--- config.mk ---
export PLATFORM = sky130hd
export DESIGN_NAME = regs_bank_ctl
export DESIGN_NICKNAME = d
export VERILOG_FILES = /design/src/rtl/regs_bank_ctl.sv
export SDC_FILE = /design/constraint.sdc
export NUM_CORES = 1
export LEC_CHECK = 0
export CELL_PAD_IN_SITES_DETAIL_PLACEMENT = 1
export CELL_PAD_IN_SITES_GLOBAL_PLACEMENT = 2
export CORE_MARGIN = 2
export CORE_UTILIZATION = 25
export DETAILED_ROUTE_END_ITERATION = 7
export GPL_TIMING_DRIVEN = 0
export HOLD_SLACK_MARGIN = 0.05
export PLACE_DENSITY_LB_ADDON = 0.1
export SYNTH_ARGS = -nofsm -noshare
export SYNTH_HDL_FRONTEND = slang
export SYNTH_SLANG_ARGS = --single-unit
export TNS_END_PERCENT = 1
--- constraint.sdc ---
create_clock -name PHI0 -period 1.9 [get_ports PHI0]
set_input_delay 0.19 -clock PHI0 [delete_from_list [all_inputs] [get_ports PHI0]]
set_output_delay 0.19 -clock PHI0 [all_outputs]
set_load 0.02 [all_outputs]
--- src/rtl/regs_bank_ctl.sv ---
// regs_bank_ctl: index/stack register bank with SB/ADL bus control and a one-deep execute stage.
// Optional sticky stack-bound flag enabled by defining REGS_BANK_STK_BOUND_EN.
module regs_bank_ctl #(
  parameter int W = 8,
  parameter int NREGS = 2,
  parameter int SELW = 2,
  parameter logic [W-1:0] S_INIT = W'(8'hFD)
) (
  input  logic            PHI0,
  input  logic            n_RES,
  input  logic            n_ready,
  input  logic            cmd_valid,
  output logic            cmd_ready,
  input  logic [SELW-1:0] cmd_src,
  input  logic [SELW-1:0] cmd_dst,
  input  logic [1:0]      cmd_stk,
  input  logic [W-1:0]    sb_in,
  output logic [W-1:0]    sb_out,
  output logic            sb_drive,
  output logic [W-1:0]    adl_out,
  output logic            s_adl,
  output logic            stxy,
  output logic            stk_ovf
);
  typedef enum logic [1:0] {IDLE, EXEC, STALL} state_t;
  localparam logic [SELW-1:0] S_SEL = SELW'(NREGS + 1);
  state_t state;
  logic [SELW-1:0] src, dst;
  logic [1:0] stk;
  logic [W-1:0] xr [NREGS];
  logic [W-1:0] s, src_val, wr_val, s_nxt;
  logic busy, commit, accept, src_idx, src_s, src_int, src_ok, dst_s, push, pop;
  assign busy    = state != IDLE;
  assign cmd_ready = ~(busy & n_ready);
  assign accept  = cmd_valid & cmd_ready;
  assign commit  = busy & ~n_ready;
  assign src_idx = src != '0 && src < S_SEL;
  assign src_s   = src == S_SEL;
  assign src_int = src_idx | src_s;
  // a selector above S is "none": it drives nothing and writes nothing
  assign src_ok  = src_int | src == '0;
  assign dst_s   = dst == S_SEL;
  assign push    = stk == 2'b01;
  assign pop     = stk == 2'b10;
  always_comb begin
    src_val = src_s ? s : '0;
    for (int i = 0; i < NREGS; i++) src_val = src == SELW'(i + 1) ? xr[i] : src_val;
  end
  assign wr_val   = src_int ? src_val : sb_in;
  // a write to S takes priority; the concurrent push/pop is dropped
  assign s_nxt    = dst_s ? (src_ok ? wr_val : s) : push ? s - W'(1) : pop ? s + W'(1) : s;
  assign sb_drive = busy & src_int;
  assign sb_out   = sb_drive ? src_val : '0;
  assign s_adl    = busy & (push | pop);
  assign adl_out  = s;
  assign stxy     = busy & src_idx & dst == '0;
  always_ff @(posedge PHI0 or negedge n_RES) begin
    if (!n_RES) begin
      state <= IDLE;
      src <= '0;
      dst <= '0;
      stk <= '0;
      s <= S_INIT;
      for (int i = 0; i < NREGS; i++) xr[i] <= '0;
    end else begin
      state <= accept ? EXEC : (state == EXEC && n_ready) ? STALL : commit ? IDLE : state;
      if (accept) begin
        src <= cmd_src;
        dst <= cmd_dst;
        stk <= cmd_stk;
      end
      if (commit) s <= s_nxt;
      for (int i = 0; i < NREGS; i++)
        if (commit && src_ok && dst == SELW'(i + 1)) xr[i] <= wr_val;
    end
  end
`ifdef REGS_BANK_STK_BOUND_EN
  logic ovf;
  always_ff @(posedge PHI0 or negedge n_RES) begin
    if (!n_RES) ovf <= 1'b0;
    else if (commit && !dst_s && ((push && s == '0) || (pop && s == '1))) ovf <= 1'b1;
  end
  assign stk_ovf = ovf;
`else
  assign stk_ovf = 1'b0;
`endif
endmodule

==> impl_metrics.toml <==
[timing]
worst_slew_pin_slew_ns = 0.805
timing_max_transition_violations_final = 0
fin_ws_ns = -0.118
maxClockFrequency_ghz = 0.496
finClkSkew_ns = 0.0128
finalSetupViolations = 12
fin_crit_ns = 2.02
timing.final.hold_violations = 0
slew_headroom = 0.463
fin_worst_hold_slack_ns = 0.512
min_period_over_period = 1.06
grt_setup_unrepaired = "true"
fin_tns_setup_ns = -0.790

[clock_tree]
clock_sinks = 32
number_of_h_tree_branching_levels = 2
cts.reportedPaths.clkPinSlew_ns = 0.07
cts.path.max_buffers = 2
cts_tree = "built"
clock-root-buffer = "sky130_fd_sc_hd__clkbuf_8"
cts_made_buffers = 5
clock_insertion_delay_worst_skew_ns = 0.28

[floorplan]
number_of_cell_rows = 33
die_width_um = 96.6
design.portCount = 39
core_area_um2 = 8260
die_span_in_y_um = 96.6
initial_core_util = 0.259
die-area_um2 = 9320

[worst_hold_path]
kind_of_path_behind_the_tightest_hold_check = "register to register"

[routing]
drt_first_iter_violations = 70
via_count_of_the_routed_design = 2021
post-route-drc-count = 0
via_per_inst = 5.03
drt.antenna.violating_nets = 0
routed_wire_length_per_instance_um = 16.9
drt_first_pass_iters = 4
routed_wirelength_mm = 6.81

[synthesis]
netlist_top_cells_area = "sky130_fd_sc_hd__dfrtp_1, sky130_fd_sc_hd__dfstp_2, sky130_fd_sc_hd__mux2_2"
synth_area_leader_cell = "sky130_fd_sc_hd__dfrtp_1"
post_synth_num_cell_types = 56
synth-main-ff-cell = "sky130_fd_sc_hd__dfrtp_1"
netlist.area_leader.share = 0.292
seq_total_area_yosys = 0.378
synthMostInstantiatedCell = "sky130_fd_sc_hd__nor2_1"
synth.cells.most_frequent = "sky130_fd_sc_hd__nor2_1, sky130_fd_sc_hd__dfrtp_1, sky130_fd_sc_hd__a21oi_1, sky130_fd_sc_hd__nand2_1, sky130_fd_sc_hd__clkbuf_1"
synthesis.area_um2 = 2140
syn-num-nets = 268
yosysWarningCount = 0
syn_inst = 241
ys_seq_elements = 32
mean_instance_size_in_the_synthesized_netlist_um2 = 8.89
synthArstFlopShare = 1.00
number_of_flops_mapped_to_enable_cells_by_yosys = 0

[setup_path]
cp-end-kind = "register"
worstPathCellList = "ha_4 -> buf_4 -> nand4bb_1 -> nand4_4 -> or4_4 -> a2111o_1 -> nand4_1"
cp_data_required_time_ns = 2.11
timing.critical_path.slowest_stage_cell = "sky130_fd_sc_hd__dfrtp_2"
cp.arrival_ns = 2.23
crit_type = "register to register"
critical_path.n_buffers_inverters = 1
crit_fanout = 5
cp-start-kind = "register"
gate_family_responsible_for_the_most_delay_along_the_worst_path = "simple AND/OR/NAND/NOR gates"
timing.critical_path.slowest_cell_delay_ns = 0.44

[placed_design]
detailed_place_hpwl_mm = 4.76
place_congestion = 0.725
place.port_buffers = 37

[global_routing]
gr-usage-all-layers = 0.163
first_global_vias = 2100
grt_remaining_overflow = 0
grt_antenna_before_repair = 0
grt_first_pass_wirelength_mm = 11.4
grt_max_degree = 33

[cells_and_area]
areaGrowthSynthToFinish_pct = 41.5
nets = 323
final_core_util = 0.367
fillers = 951
seq_area_um2 = 812
multiInputGateArea_um2 = 1410
layout_cell_share_with_drive_strength_beyond_1 = 0.340
antenna-diode-count = 0

[power_and_ir_drop]
power.density_nw_per_um2 = 1250
total_leakage_power_uw = 0.00123
maximum_resistive_drop_on_vdd_v = 0.000343
power_uw = 3800

[run_status]
violated_checks = "setup timing"
status = "finished, violations left"

[flow_run]
maxCapViolCount = 0
report_power, final:
part | total [µW] | switching [µW] | internal, µW
sequential | 1210 | 216 | 989
clock | 524 | 267 | 257
combinational | 2070 | 1130 | 944
total | 3800 | 1610 | 2190
what timing repair did:
| action | CTS | global route |
|---|---|---|
| endpoints found under the hold margin | 25 | 0 |
| setup endpoints to repair | 36 | 31 |
| hold buffers | 1 | 0 |
| gates resized for setup | 99 | 25 |
| pin swaps | 12 | 6 |
| gates cloned | 1 | 0 |
| buffers inserted | 6 | 4 |
placed cells by master, fill, tap and decap left out, drive strengths merged, types with 5 or more instances in the layout:
master,count
clkbuf,15
inv,11
nor2,26
o21ai,11
nor3,9
a221oi,5
dfstp,7
ha,9
dfrtp,25
mux2,11
clkdlybuf4s50,25
a211oi,5
a21oi,17
buf,28
nand3,6
nand2,17
nand2b,5
cell type report:
class	instances	area share
inverters	11	0.0136
flip-flops and latches	32	0.268
well taps	105	0.0433
repair buffers	48	0.140
plain buffers	16	0.0429
clock inverters	1	0.00165
clock buffers	7	0.0252
multi-input cells	182	0.465
kinds of logic (layout without fill, tap and decap cells):
| kind of cell | count (synthesis) | count (layout) | synth area share |
|---|---|---|---|
| simple gates | 93 | 94 | 0.237 |
| mux | 12 | 12 | 0.0625 |
| fa+ha+maj | 9 | 9 | 0.0526 |
| buf+inv | 28 | 83 | 0.0567 |
| flops | 32 | 32 | 0.378 |
| compound gates | 62 | 62 | 0.196 |
| xor+xnor | 4 | 4 | 0.0164 |
| other cells | 1 | 1 | 0.00175 |
final timing paths:
kind                                    start                     end  slack, ns  cells after the start
min in group asynchronous               n_RES      src[1]$_DFFE_PN0P_       0.53                      2
setup reg to reg           stk[0]$_DFFE_PN0P_  adl_out[5]$_DFFE_PN1P_      -0.12                      7
hold / removal              xr[7]$_DFFE_PN0P_       xr[7]$_DFFE_PN0P_       0.51                      1
hold reg to reg             xr[7]$_DFFE_PN0P_       xr[7]$_DFFE_PN0P_       0.51                      1
max in group asynchronous               n_RES      stk[0]$_DFFE_PN0P_       0.81                      2
setup / recovery           stk[0]$_DFFE_PN0P_  adl_out[5]$_DFFE_PN1P_      -0.12                      7
sequential cells by signal, summed over array words and instances (netlist names):
register and cells:
dst 2, xr 16, stk 2, adl_out 8, state 2, src 2
routing by layer:
| metal | share of wire | GRT usage | vias to the layer above | routed length, µm |
|---|---|---|---|---|
| li1 | - | - | 980 | - |
| met1 | 0.51 | 0.233 | 1014 | 3470 |
| met2 | 0.47 | 0.256 | 25 | 3170 |
| met3 | 0.019 | 0.0279 | 2 | 129 |
| met4 | 0.0059 | 0.0387 | 0 | 40 |
| met5 | 0 | 0 | - | 0 |
metrics by stage:
step | worst slack [ns] | instances | cell area, µm²
global placement | -0.844 | 383 | 2650
floorplan | -0.123 | 241 | 2150
CTS | -0.149 | 398 | 2930
global route | -0.197 | 402 | 3030
detailed placement | -0.793 | 383 | 2650
finish | -0.118 | 402 | 3030
(Power assumes the default switching activity.)
